File: src/rtl/fc_pkg.sv
// -----------------------------------------------------------------------------
// fc_pkg
// Shared constants and types for the fully-connected classifier datapath.
// Used by the argmax final stage and by the GEMM controller.
//   DATA_WIDTH      signed width of scores, biases and results
//   OUTPUT_CHANNEL  number of classes produced per run
//   IDX_WIDTH       width of a class index
//   CNT_WIDTH       width of a beat counter that can hold OUTPUT_CHANNEL itself
//   SAT_MAX/SAT_MIN clamp limits for DATA_WIDTH signed arithmetic
//   fc_state_e      run-phase FSM encoding
// -----------------------------------------------------------------------------
package fc_pkg;

  localparam int DATA_WIDTH     = 8;
  localparam int OUTPUT_CHANNEL = 10;
  localparam int IDX_WIDTH      = 4;
  localparam int CNT_WIDTH      = $clog2(OUTPUT_CHANNEL + 1);

  localparam logic signed [DATA_WIDTH-1:0] SAT_MAX = {1'b0, {(DATA_WIDTH-1){1'b1}}};
  localparam logic signed [DATA_WIDTH-1:0] SAT_MIN = {1'b1, {(DATA_WIDTH-1){1'b0}}};

  typedef enum logic [1:0] {
    IDLE  = 2'd0,
    RUN   = 2'd1,
    DRAIN = 2'd2,
    DONE  = 2'd3
  } fc_state_e;

endpackage

File: src/rtl/fc_sat_add.sv
// -----------------------------------------------------------------------------
// fc_sat_add
// Combinational signed add with saturation to the DATA_WIDTH signed range.
//   a_i, b_i  signed operands
//   sum_o     a_i + b_i clamped to [-2**(DATA_WIDTH-1), 2**(DATA_WIDTH-1)-1]
// -----------------------------------------------------------------------------
module fc_sat_add #(
  parameter int DATA_WIDTH = 8
) (
  input  logic signed [DATA_WIDTH-1:0] a_i,
  input  logic signed [DATA_WIDTH-1:0] b_i,
  output logic signed [DATA_WIDTH-1:0] sum_o
);

  localparam logic signed [DATA_WIDTH-1:0] MAX_VAL = {1'b0, {(DATA_WIDTH-1){1'b1}}};
  localparam logic signed [DATA_WIDTH-1:0] MIN_VAL = {1'b1, {(DATA_WIDTH-1){1'b0}}};

  logic signed [DATA_WIDTH:0] wide;

  always_comb begin
    // One guard bit cannot overflow; a disagreement between the top two bits
    // means the true sum left the DATA_WIDTH range, and the guard bit gives
    // the direction.
    wide = {a_i[DATA_WIDTH-1], a_i} + {b_i[DATA_WIDTH-1], b_i};
    if (wide[DATA_WIDTH] != wide[DATA_WIDTH-1]) begin
      sum_o = wide[DATA_WIDTH] ? MIN_VAL : MAX_VAL;
    end else begin
      sum_o = wide[DATA_WIDTH-1:0];
    end
  end

endmodule

File: src/rtl/fc_argmax.sv
// -----------------------------------------------------------------------------
// fc_argmax
// Final classifier stage: streams OUTPUT_CHANNEL scores, adds each channel's
// bias with saturation, and reports the index and value of the largest result.
//   clk, reset_n   clock, asynchronous active-low reset
//   start          begin a run (honoured only in IDLE); latches bias
//   bias           packed per-channel biases, channel k at [k*DATA_WIDTH +: DATA_WIDTH]
//   s_valid/s_ready/s_data  score stream, channel order 0..OUTPUT_CHANNEL-1
//   busy           run in progress (RUN or DRAIN)
//   done           one-cycle pulse, number/max_value are final
//   number         winning class index (running best while busy)
//   max_value      biased, saturated score of the winner
// -----------------------------------------------------------------------------
module fc_argmax
  import fc_pkg::*;
(
  input  logic                                 clk,
  input  logic                                 reset_n,
  input  logic                                 start,
  input  logic [DATA_WIDTH*OUTPUT_CHANNEL-1:0] bias,
  input  logic                                 s_valid,
  output logic                                 s_ready,
  input  logic signed [DATA_WIDTH-1:0]         s_data,
  output logic                                 busy,
  output logic                                 done,
  output logic [IDX_WIDTH-1:0]                 number,
  output logic signed [DATA_WIDTH-1:0]         max_value
);

  localparam logic [CNT_WIDTH-1:0] CNT_FULL = CNT_WIDTH'(OUTPUT_CHANNEL);
  localparam logic [CNT_WIDTH-1:0] CNT_LAST = CNT_WIDTH'(OUTPUT_CHANNEL - 1);

  fc_state_e state_q, state_d;

  logic [CNT_WIDTH-1:0]                 cnt_q;
  logic [DATA_WIDTH*OUTPUT_CHANNEL-1:0] bias_q;
  logic signed [DATA_WIDTH-1:0]         bias_sel;
  logic signed [DATA_WIDTH-1:0]         sum_d;

  logic                                 s1_valid_q;
  logic signed [DATA_WIDTH-1:0]         s1_sum_q;
  logic [IDX_WIDTH-1:0]                 s1_tag_q;

  logic [IDX_WIDTH-1:0]                 number_q;
  logic signed [DATA_WIDTH-1:0]         max_q;

  logic start_accept;
  logic beat_accept;
  logic last_accept;

  assign s_ready      = (state_q == RUN) && (cnt_q < CNT_FULL);
  assign beat_accept  = s_valid && s_ready;
  assign last_accept  = beat_accept && (cnt_q == CNT_LAST);
  assign start_accept = start && (state_q == IDLE);

  // ---------------------------------------------------------------------------
  // FSM
  // ---------------------------------------------------------------------------
  always_ff @(posedge clk or negedge reset_n) begin
    if (!reset_n) begin
      state_q <= IDLE;
    end else begin
      state_q <= state_d;
    end
  end

  always_comb begin
    // NOTE: every output of a combinational block gets a default before any
    // branch, so no path leaves it unassigned and no latch is inferred.
    state_d = state_q;
    busy    = 1'b0;
    done    = 1'b0;
    unique case (state_q)
      IDLE: begin
        if (start) state_d = RUN;
      end
      RUN: begin
        busy = 1'b1;
        if (last_accept) state_d = DRAIN;
      end
      DRAIN: begin
        busy = 1'b1;
        // Stage 1 empty means the last sum has reached the max registers.
        if (!s1_valid_q) state_d = DONE;
      end
      DONE: begin
        done    = 1'b1;
        state_d = IDLE;
      end
      default: state_d = IDLE;
    endcase
  end

  // ---------------------------------------------------------------------------
  // Bias select and saturating add
  // ---------------------------------------------------------------------------
  always_comb begin
    bias_sel = '0;
    for (int k = 0; k < OUTPUT_CHANNEL; k++) begin
      if (cnt_q == CNT_WIDTH'(k)) bias_sel = bias_q[k*DATA_WIDTH +: DATA_WIDTH];
    end
  end

  fc_sat_add #(
    .DATA_WIDTH(DATA_WIDTH)
  ) u_sat_add (
    .a_i  (s_data),
    .b_i  (bias_sel),
    .sum_o(sum_d)
  );

  // ---------------------------------------------------------------------------
  // Beat counter, bias register, stage 1 (sum) and stage 2 (running max)
  // ---------------------------------------------------------------------------
  always_ff @(posedge clk or negedge reset_n) begin
    if (!reset_n) begin
      cnt_q      <= '0;
      // NOTE: the bias register is a plain flop bank, not a RAM, so it can
      // and does take the reset; an aborted run leaves no stale biases.
      bias_q     <= '0;
      s1_valid_q <= 1'b0;
      s1_sum_q   <= '0;
      s1_tag_q   <= '0;
      number_q   <= '0;
      max_q      <= '0;
    end else begin
      // NOTE: non-blocking assignments here; every register samples the
      // pre-edge values of the others, which is what makes this a pipeline.
      s1_valid_q <= beat_accept;
      if (start_accept) begin
        bias_q   <= bias;
        cnt_q    <= '0;
        number_q <= '0;
        max_q    <= SAT_MIN;
      end else begin
        // s_ready already gates on cnt_q < OUTPUT_CHANNEL, so cnt saturates.
        if (beat_accept) begin
          cnt_q    <= cnt_q + 1'b1;
          s1_sum_q <= sum_d;
          s1_tag_q <= IDX_WIDTH'(cnt_q);
        end
        // Strict greater-than keeps the lowest index on ties; the first beat
        // always loads so a run of all-minimum values still reports channel 0.
        if (s1_valid_q && ((s1_tag_q == '0) || (s1_sum_q > max_q))) begin
          max_q    <= s1_sum_q;
          number_q <= s1_tag_q;
        end
      end
    end
  end

  assign number    = number_q;
  assign max_value = max_q;

endmodule

File: config.mk
export PLATFORM = sky130hd
export DESIGN_NAME = fc_argmax
export DESIGN_NICKNAME = d
export VERILOG_FILES = /design/src/rtl/fc_pkg.sv /design/src/rtl/fc_sat_add.sv /design/src/rtl/fc_argmax.sv
export SDC_FILE = /design/constraint.sdc
export NUM_CORES = 1
export LEC_CHECK = 0
export CORE_UTILIZATION = 52
export CTS_CLUSTER_DIAMETER = 150
export DETAILED_ROUTE_END_ITERATION = 7
export DONT_BUFFER_PORTS = 1
export PLACE_DENSITY_LB_ADDON = 0.08
export SLEW_MARGIN = 25
export SYNTH_ARGS = -nofsm -noshare
export SYNTH_HDL_FRONTEND = slang
export SYNTH_SLANG_ARGS = --single-unit
File: constraint.sdc
create_clock -name clk -period 8.85 [get_ports clk]
set_clock_uncertainty 0.05 [all_clocks]
set_input_delay 1.77 -clock clk [delete_from_list [all_inputs] [get_ports clk]]
set_output_delay 1.77 -clock clk [all_outputs]
set_load 0.05 [all_outputs]
==> results of run 1 <==
-- sequential cells by signal, indices dropped and copies added (netlist names) --
| register | count |
|---|---|
| s1_tag_q | 4 |
| s1_valid_q | 1 |
| state_q | 2 |
| number | 4 |
| bias_q | 80 |
| max_value | 8 |
| s1_sum_q | 8 |
| cnt_q | 4 |
-- cell usage after synthesis (2+ instances only) --
master | n | share of area, %
a211o_1 | 8 | 1.2
a211oi_1 | 3 | 0.39
a21o_1 | 2 | 0.26
a21oi_1 | 18 | 1.6
a221oi_1 | 8 | 1.2
a222oi_1 | 8 | 1.4
a22oi_1 | 16 | 2.1
and2_1 | 3 | 0.33
and3b_1 | 2 | 0.31
buf_2 | 5 | 0.44
buf_4 | 2 | 0.26
clkbuf_1 | 33 | 2.2
dfrtp_1 | 111 | 49
ha_1 | 25 | 5.5
inv_1 | 24 | 1.6
mux2_1 | 2 | 0.39
mux2_2 | 3 | 0.59
mux2i_1 | 13 | 2.3
nand2_1 | 244 | 16
nand2b_1 | 3 | 0.33
nand3_1 | 2 | 0.17
nor2_1 | 38 | 2.5
nor3_1 | 5 | 0.44
nor3b_1 | 2 | 0.26
o21a_1 | 3 | 0.39
o21ai_0 | 26 | 2.3
o21ai_1 | 6 | 0.52
o22a_1 | 7 | 1.1
o22ai_1 | 9 | 0.98
xnor2_1 | 2 | 0.31
xor2_1 | 2 | 0.31
-- final timing paths --
kind / to / startpoint
max in group asynchronous: bias_q[76] / reset_n
hold reg to reg: bias_q[17] / bias_q[17]
min in group asynchronous: max_value[4] / reset_n
setup / recovery: s1_sum_q[5] / cnt_q[0]
hold / removal: bias_q[17] / bias_q[17]
setup reg to reg: s1_sum_q[5] / cnt_q[0]
-- final cells by class --
type	count	area (µm²)
Clock inverter	7	70.07
Multi-Input combinational cell	480	2686
Sequential cell	111	2778
Clock buffer	9	123.9
Fill cell	976	4583
Tap cell	136	170.2
Timing Repair Buffer	1	7.507
Inverter	24	90.09
-- worst max-delay path, delay by kind of cell (launching register included) --
kind | cells | cell delay [ns]
AND/OR/NAND/NOR | 3 | 0.85
AO/OA/AOI/OAI | 7 | 1.65
buffers and inverters | 1 | 0.11
adder cells (fa/ha/maj) | 2 | 0.90
flip-flops | 1 | 0.46
multiplexers | 1 | 0.56
-- routing by layer --
metal | share of wire [%] | up-vias | routed length, µm | track usage, %
li1 | - | 2143 | - | -
met1 | 45 | 2080 | 5886 | 32.52
met2 | 47 | 120 | 6121 | 38.39
met3 | 6.0 | 20 | 774 | 6.869
met4 | 1.4 | 0 | 188 | 7.241
met5 | 0 | - | 0 | 0
-- per-stage QoR --
stage               cell area (µm²)  utilization [%]
floorplan                      5723                -
global placement               5727            54.49
detailed placement             5729            54.52
CTS                            5923            56.36
global route                   5926            56.39
finish                         5926            56.39
-- power groups by stage --
stage / Combinational (mW) / Sequential (mW) / Clock (mW)
final: 1.24 / 0.986 / 0.305
after global routing: 1.40 / 1.02 / 0.330
after CTS: 1.23 / 0.989 / 0.314
after detailed placement: 1.23 / 0.999 / 0
after floorplan: 1.03 / 0.918 / 0
after global placement: 1.18 / 1.00 / 0
-- cell families after synthesis --
family	after synthesis	synth area share, %
flops	111	48.54
mux	18	3.257
fa+ha+maj	26	5.815
xor+xnor	4	0.6123
buf+inv	66	4.700
simple gates	305	21.01
compound gates	127	16.07
==> results.ini, run 1 <==
[run_status]
outcome=finished, final reports clean

[timing]
rsz0062_at_grt=false
finalCriticalPeriod_ns=4.722
maxSlewViolCount=0
worst_pin_slew_ns=0.9924
max-slew-margin-rel_pct=33.84
clock.fmax_mhz=211.8
final_hold_viol_count=0
worst_slack_ns=4.128
period_share_pct=53.36
tns_ns=0
setup_viol=0
hold_slack_ns=0.4337

[grt]
grt.overflow.total=0
grt.total_usage_pct=24.29
first_global_vias=4264
antenna_found_initial=0
grt_start_max_net_pins=112
grt_pass1_wl_um=21110

[route]
drt_iter0_markers=327
ant_nets=0
vias=4363
drtPass1Iterations=8
vias_per_cell=5.681
wl_per_cell_um=16.89
drt-total-wl_um=12970
remaining_drc_errors=0

[placement]
hpwl_um=9344
dpl_worst_slack_ns=3.893
dp_cells=752
gp_congestion=0.8671
port_buffers=0

[synth]
syn_inst=657
avgSynthCellArea_um2=8.711
ys_seq_elements=111
synth_nets=775
synth-async-reset-ratio_pct=100.0
yosysSeqAreaShare_pct=48.54
netlist_area_um2=5723
ys_warn_count=0
synth_ff_type=dfrtp_1
synth_edf_count=0
ys_types=53

[layout]
stdcell_count=768
n_antenna_cell=0
layout_commonest_cell=nand2_1
num-nets-final=745
mostFrequentLayoutCells=nand2_1, dfrtp_1, nor2_1, o21ai_0, inv_1
syn2layout_area_growth_pct=3.542
drive_above_1_share_pct=4.905

[worst_setup_path]
cpPeakStageDelay_ns=0.61
start_kind=flop
worstRegToRegCells=14
critPathCaptureType=flop
cp_slowest_cell=nor2b_1
crit_path_cell_trace=inv_1, ha_1, nor2b_1, a22oi_1, o21ai_0, a21oi_1, o21ai_0, ha_1, a211oi_2, nor2_1, o41ai_4, mux2i_1, nor2_1, o22a_1
path_max_fanout=18
criticalPathCategory=flop to flop
cp.arrival_ns=4.95
crit_required_ns=9.08
rrSetupSlack_ns=4.13

[hold_path]
hold_depth=2
hold_path.class=flop to flop

[power_and_ir_drop]
power_mw=2.528
swShare_pct=46.43
internal_power_mw=1.354
power_frac_clock_pct=12.1
p_comb_share_pct=48.9
power.share.sequential_pct=39.0
vdd_drop_max_v=0.0001717
switching_power_mw=1.174
cellLeakagePower_nw=2.899
power_density_nw_per_um2=426.6

[floorplan]
boundaryPins=107
die_w_um=106.9
die_h_um=106.9
start_util_pct=54.46
dieArea_um2=11430
core_area_um2=10510
std_cell_rows=37

[clock_network]
ctsHtreeMaxLevel=3
cts.sinks=111
postCtsSetupRepairBufs=0
post_cts_resized=0
cts_tree=done
clock_latency_ns=0.39
root_buffer=clkbuf_8
numCtsBuffers=9
holdBufCountCts=0
clk_pin_slew_ns=0.10
clock_path_buffers=2

[job]
cap_violations=0

Note: power is estimated with default switching activity, not from simulation.
==> inputs of run 2 (changes only) <==
==> constraint.sdc (replaced) <==
create_clock -name clk -period 3.85 [get_ports clk]
set_clock_uncertainty 0.05 [all_clocks]
set_input_delay 0.77 -clock clk [delete_from_list [all_inputs] [get_ports clk]]
set_output_delay 0.77 -clock clk [all_outputs]
set_load 0.05 [all_outputs]
==> run 2 against run 1 <==
Against the previous run:
- clock power rose by 110%
- cell area rose by 3.6%
- worst hold slack got worse by 0.28 ns
- sequential power rose by 130%
- first-iteration DRC count fell by 37%
- highest routed layer unchanged
==> results.ini, run 2 (synthesis gave the netlist of run 1 again) <==
[run_status]
outcome=finished, final reports clean

[worst_setup_path]
cpPeakStageDelay_ns=0.46
path_max_fanout=8
criticalPathCategory=flop to flop
start_kind=flop
crit_path_cell_trace=inv_1, ha_1, nor2b_1, buf_4, a22oi_1, o21ai_0, a21oi_1, o21ai_0, ha_1, o21ai_1, nor2_1, o41ai_4, mux2i_1, buf_4, nor3_1, o22a_1
cp_slowest_cell=o41ai_4
critPathCaptureType=flop
cp.arrival_ns=3.86
worstReg2RegStart=cnt_q[0]
startpoint=cnt_q[0]
crit_required_ns=4.07

[floorplan]
start_util_pct=54.46
die_h_um=106.9
boundaryPins=107
std_cell_rows=37
die_w_um=106.9
dieArea_um2=11430
core_area_um2=10510

[grt]
grt_pass1_wl_um=21070
first_global_vias=4190
grt_start_max_net_pins=107
antenna_found_initial=0
grt.total_usage_pct=24.35
grt.overflow.total=0

[layout]
mostFrequentLayoutCells=nand2_1, dfrtp_1, nor2_1, o21ai_0
drive_above_1_share_pct=7.822
largest_register_ffs=80
max_flop_register=bias_q
stdcell_area_um2=6137
layout_commonest_cell=nand2_1
syn2layout_area_growth_pct=7.237
stdcell_count=788
finalCoreUtilization_pct=58.40
num-nets-final=765
n_antenna_cell=0

[timing]
clock.fmax_mhz=275.1
period_share_pct=94.43
final_hold_viol_count=0
maxSlewViolCount=0
finalCriticalPeriod_ns=3.636
tns_ns=0
setup_viol=0
worst_pin_slew_ns=0.9669
max-slew-margin-rel_pct=35.54

[clock_network]
clk_pin_slew_ns=0.10
ctsHtreeMaxLevel=3
clock_latency_ns=0.39
cts_tree=done
clock_path_buffers=2
root_buffer=clkbuf_8
cts.sinks=111
postCtsSetupRepairBufs=0
numCtsBuffers=9

[route]
drt-total-wl_um=13740
ant_nets=0
drtPass1Iterations=6
remaining_drc_errors=0
vias=4470
wl_per_cell_um=17.43
drt_iter0_markers=205
vias_per_cell=5.673

[placement]
hpwl_um=9485
port_buffers=0
dp_cells=767
gp_congestion=0.8357
dpl_cell_area_um2=5852

[power_and_ir_drop]
cellLeakagePower_nw=3.010
vdd_drop_max_v=0.0004950
power_density_nw_per_um2=976.1

[job]
cap_violations=0

[hold_path]
hold_path.class=input port to async pin

run 2: where the power goes:
part / internal (mW) / switching (mW)
combinational: 1.25 / 1.87
clock: 0.253 / 0.378
sequential: 1.69 / 0.549
run 2: path summary, 6_finish.rpt:
path | to | slack [ns] | depth (start not counted)
worst max-delay path | s1_sum_q[3] | 0.21 | 16
worst min-delay path | s1_sum_q[4] | 0.16 | 1
worst max register to register | s1_sum_q[3] | 0.21 | 16
worst min register to register | bias_q[17] | 0.43 | 2
max in group asynchronous | bias_q[17] | 2.92 | 1
min in group clk | bias_q[48] | 0.43 | 2
run 2: cell type report:
cell class	count	area [µm²]
fill	961	4372
sequential	111	2779
multi-input combinational	480	2710
timing repair buffer	21	220.2
tap	136	170.2
clock buffer	13	148.9
inverter	24	90.09
clock inverter	3	18.77
run 2: repair_timing:
item / 4_1_cts / 5_1_grt
gates resized for setup: 1 / 8
endpoints found under the hold margin: 4 / 40
cloned: 0 / 0
pin swaps: 0 / 1
endpoints found under the setup margin: 7 / 7
hold buffers: 2 / 3
run 2: layer usage:
layer | global-route usage, % | routed length (µm) | up-vias
met5 | 0 | 0 | -
met4 | 7.436 | 238 | 0
met3 | 6.140 | 873 | 17
met2 | 37.56 | 6395 | 161
met1 | 33.85 | 6230 | 2102
li1 | - | - | 2190
run 2: critical path: cells and delay by family (launching register included):
family	cells	cell delay, ns
AO/OA/AOI/OAI	7	1.47
adder cells (fa/ha/maj)	2	0.59
buffers and inverters	3	0.41
flip-flops	1	0.43
multiplexers	1	0.24
AND/OR/NAND/NOR	3	0.30
run 2: stage by stage:
stage | setup WS, ns | hold slack [ns] | power (mW)
floorplan | 0.1245 | 0.3946 | 4.470
global placement | 0.2307 | 0.4101 | 5.182
detailed placement | 0.03059 | 0.4135 | 5.253
CTS | 0.06198 | 0.0001849 | 5.906
global route | -0.02276 | 0.1447 | 6.474
finish | 0.2144 | 0.1568 | 5.991
==> inputs of run 3 (changes only) <==
==> constraint.sdc (replaced) <==
create_clock -name clk -period 4.1 [get_ports clk]
set_clock_uncertainty 0.05 [all_clocks]
set_input_delay 0.82 -clock clk [delete_from_list [all_inputs] [get_ports clk]]
set_output_delay 0.82 -clock clk [all_outputs]
set_load 0.05 [all_outputs]
==> run 3 against run 2 <==
Against the previous run:
- global-route usage grew 0.42 points
- utilization shrank 1.1 points
- power down 7.3%
- cell area fell by 1.9%
- sequential share of layout area increased by 0.89 points
- worst hold slack got worse by 0.099 ns
- register-to-register slack better by 0.02 ns
- clock power down 1%
- critical path type unchanged
- critical endpoint is now s1_sum_q[4]
==> results.ini, run 3 (synthesis gave the netlist of run 1 again) <==
[run_status]
outcome=finished, final reports clean

[grt]
grt.total_usage_pct=24.78
grt_pass1_wl_um=21700
first_global_vias=4376
antenna_found_initial=0
grt_start_max_net_pins=112
grt.overflow.total=0

[floorplan]
start_util_pct=54.46
boundaryPins=107
core_area_um2=10510
die_w_um=106.9
die_h_um=106.9
dieArea_um2=11430
std_cell_rows=37

[timing]
max-slew-margin-rel_pct=35.08
worst_pin_slew_ns=0.9737
rsz0062_at_grt=false
finalCriticalPeriod_ns=3.869
maxSlewViolCount=0
tns_ns=0
setup_viol=0
period_share_pct=94.37
clock.fmax_mhz=258.5
final_hold_viol_count=0

[layout]
num-nets-final=754
syn2layout_area_growth_pct=5.225
multi_input_area_um2=2713
largest_register_ffs=80
layout_commonest_cell=nand2_1
mostFrequentLayoutCells=nand2_1, dfrtp_1, nor2_1, o21ai_0, inv_1
finalCoreUtilization_pct=57.30
regArea_um2=2780
n_antenna_cell=0
drive_above_1_share_pct=7.344
max_flop_register=bias_q
nFillCells=989

[route]
drt-total-wl_um=13230
drtPass1Iterations=5
vias_per_cell=5.619
wl_per_cell_um=17.05
dr_wl_met3_um=560
met1_length_um=6212
drt_iter0_markers=227
ant_nets=0
remaining_drc_errors=0
met2_length_um=6262
routed.top_layer=met4
vias=4360

[power_and_ir_drop]
vdd_drop_max_v=0.0004176
power_density_nw_per_um2=922.3
cellLeakagePower_nw=2.935

[worst_setup_path]
rrSetupSlack_ns=0.23
start_kind=flop
worstReg2RegStart=cnt_q[2]
path_max_fanout=18
worstRegToRegCells=10
criticalPathCategory=flop to flop
critPathCaptureType=flop
cp.arrival_ns=4.10
crit_required_ns=4.34
reg2reg_to=s1_sum_q[4]

[clock_network]
clock_latency_ns=0.39
holdBufCountCts=0
cts.sinks=111
cts_tree=done
numCtsBuffers=9
root_buffer=clkbuf_8
clk_pin_slew_ns=0.10
clock_path_buffers=2
ctsHtreeMaxLevel=3
postCtsSetupRepairBufs=0

[placement]
gp_congestion=0.8719
hpwl_um=9506
port_buffers=0

[hold_path]
hold_path.class=input port to async pin

[job]
cap_violations=0

[run 3: where the power goes]
group | switching (mW) | internal, mW | total [mW]
clock | 0.370 | 0.253 | 0.623
combinational | 1.66 | 1.15 | 2.80
sequential | 0.538 | 1.59 | 2.13
[run 3: final cells by class]
class,count,area share [%]
clock buffers,11,2.514
flip-flops and latches,111,46.17
repair buffers,10,1.454
multi-input cells,480,45.04
well taps,136,2.826
clock inverters,4,0.4986
inverters,24,1.496
[run 3: worst max-delay path, stage by stage (launching register included)]
cell and delay, ns:
dfrtp_1 0.71, and3b_1 0.37, a222oi_1 0.56, o21ai_0 0.27, ha_1 0.37, a211oi_2 0.20
nor2_1 0.14, o41ai_4 0.44, mux2i_4 0.38, nor3_1 0.09, o22a_1 0.16
[run 3: per-stage QoR]
step	cell area, µm²	power, mW	worst slack (ns)	std cells	hold WS, ns
2_1_floorplan	5723	4.197	0.3745	657	0.3946
3_3_place_gp	5807	4.791	0.08548	761	0.4106
3_5_place_dp	5807	4.878	0.04612	761	0.4141
4_1_cts	5988	5.520	0.006420	776	0.04210
5_1_grt	6022	6.044	0.005092	776	0.02946
6_report	6022	5.554	0.2310	776	0.05804
[run 3: per-layer routing]
layer  up-vias  GRT usage [%]
met3        15          6.383
met2        92          40.51
met5         -              0
met1      2095          32.59
met4         0          6.947
li1       2158              -
[run 3: worst max-delay path by stage]
stage / startpoint / end / depth (start not counted)
after global placement: cnt_q[1] / s1_sum_q[3] / 13
final: cnt_q[2] / s1_sum_q[4] / 10
after global routing: cnt_q[2] / s1_sum_q[5] / 10
after floorplan: cnt_q[0] / s1_sum_q[3] / 17
after CTS: cnt_q[1] / s1_sum_q[4] / 13
after detailed placement: cnt_q[1] / s1_sum_q[4] / 13
[run 3: repair_timing]
action	4_1_cts	5_1_grt
endpoints found under the hold margin	0	0
setup endpoints to repair	0	7
gates resized for setup	0	11
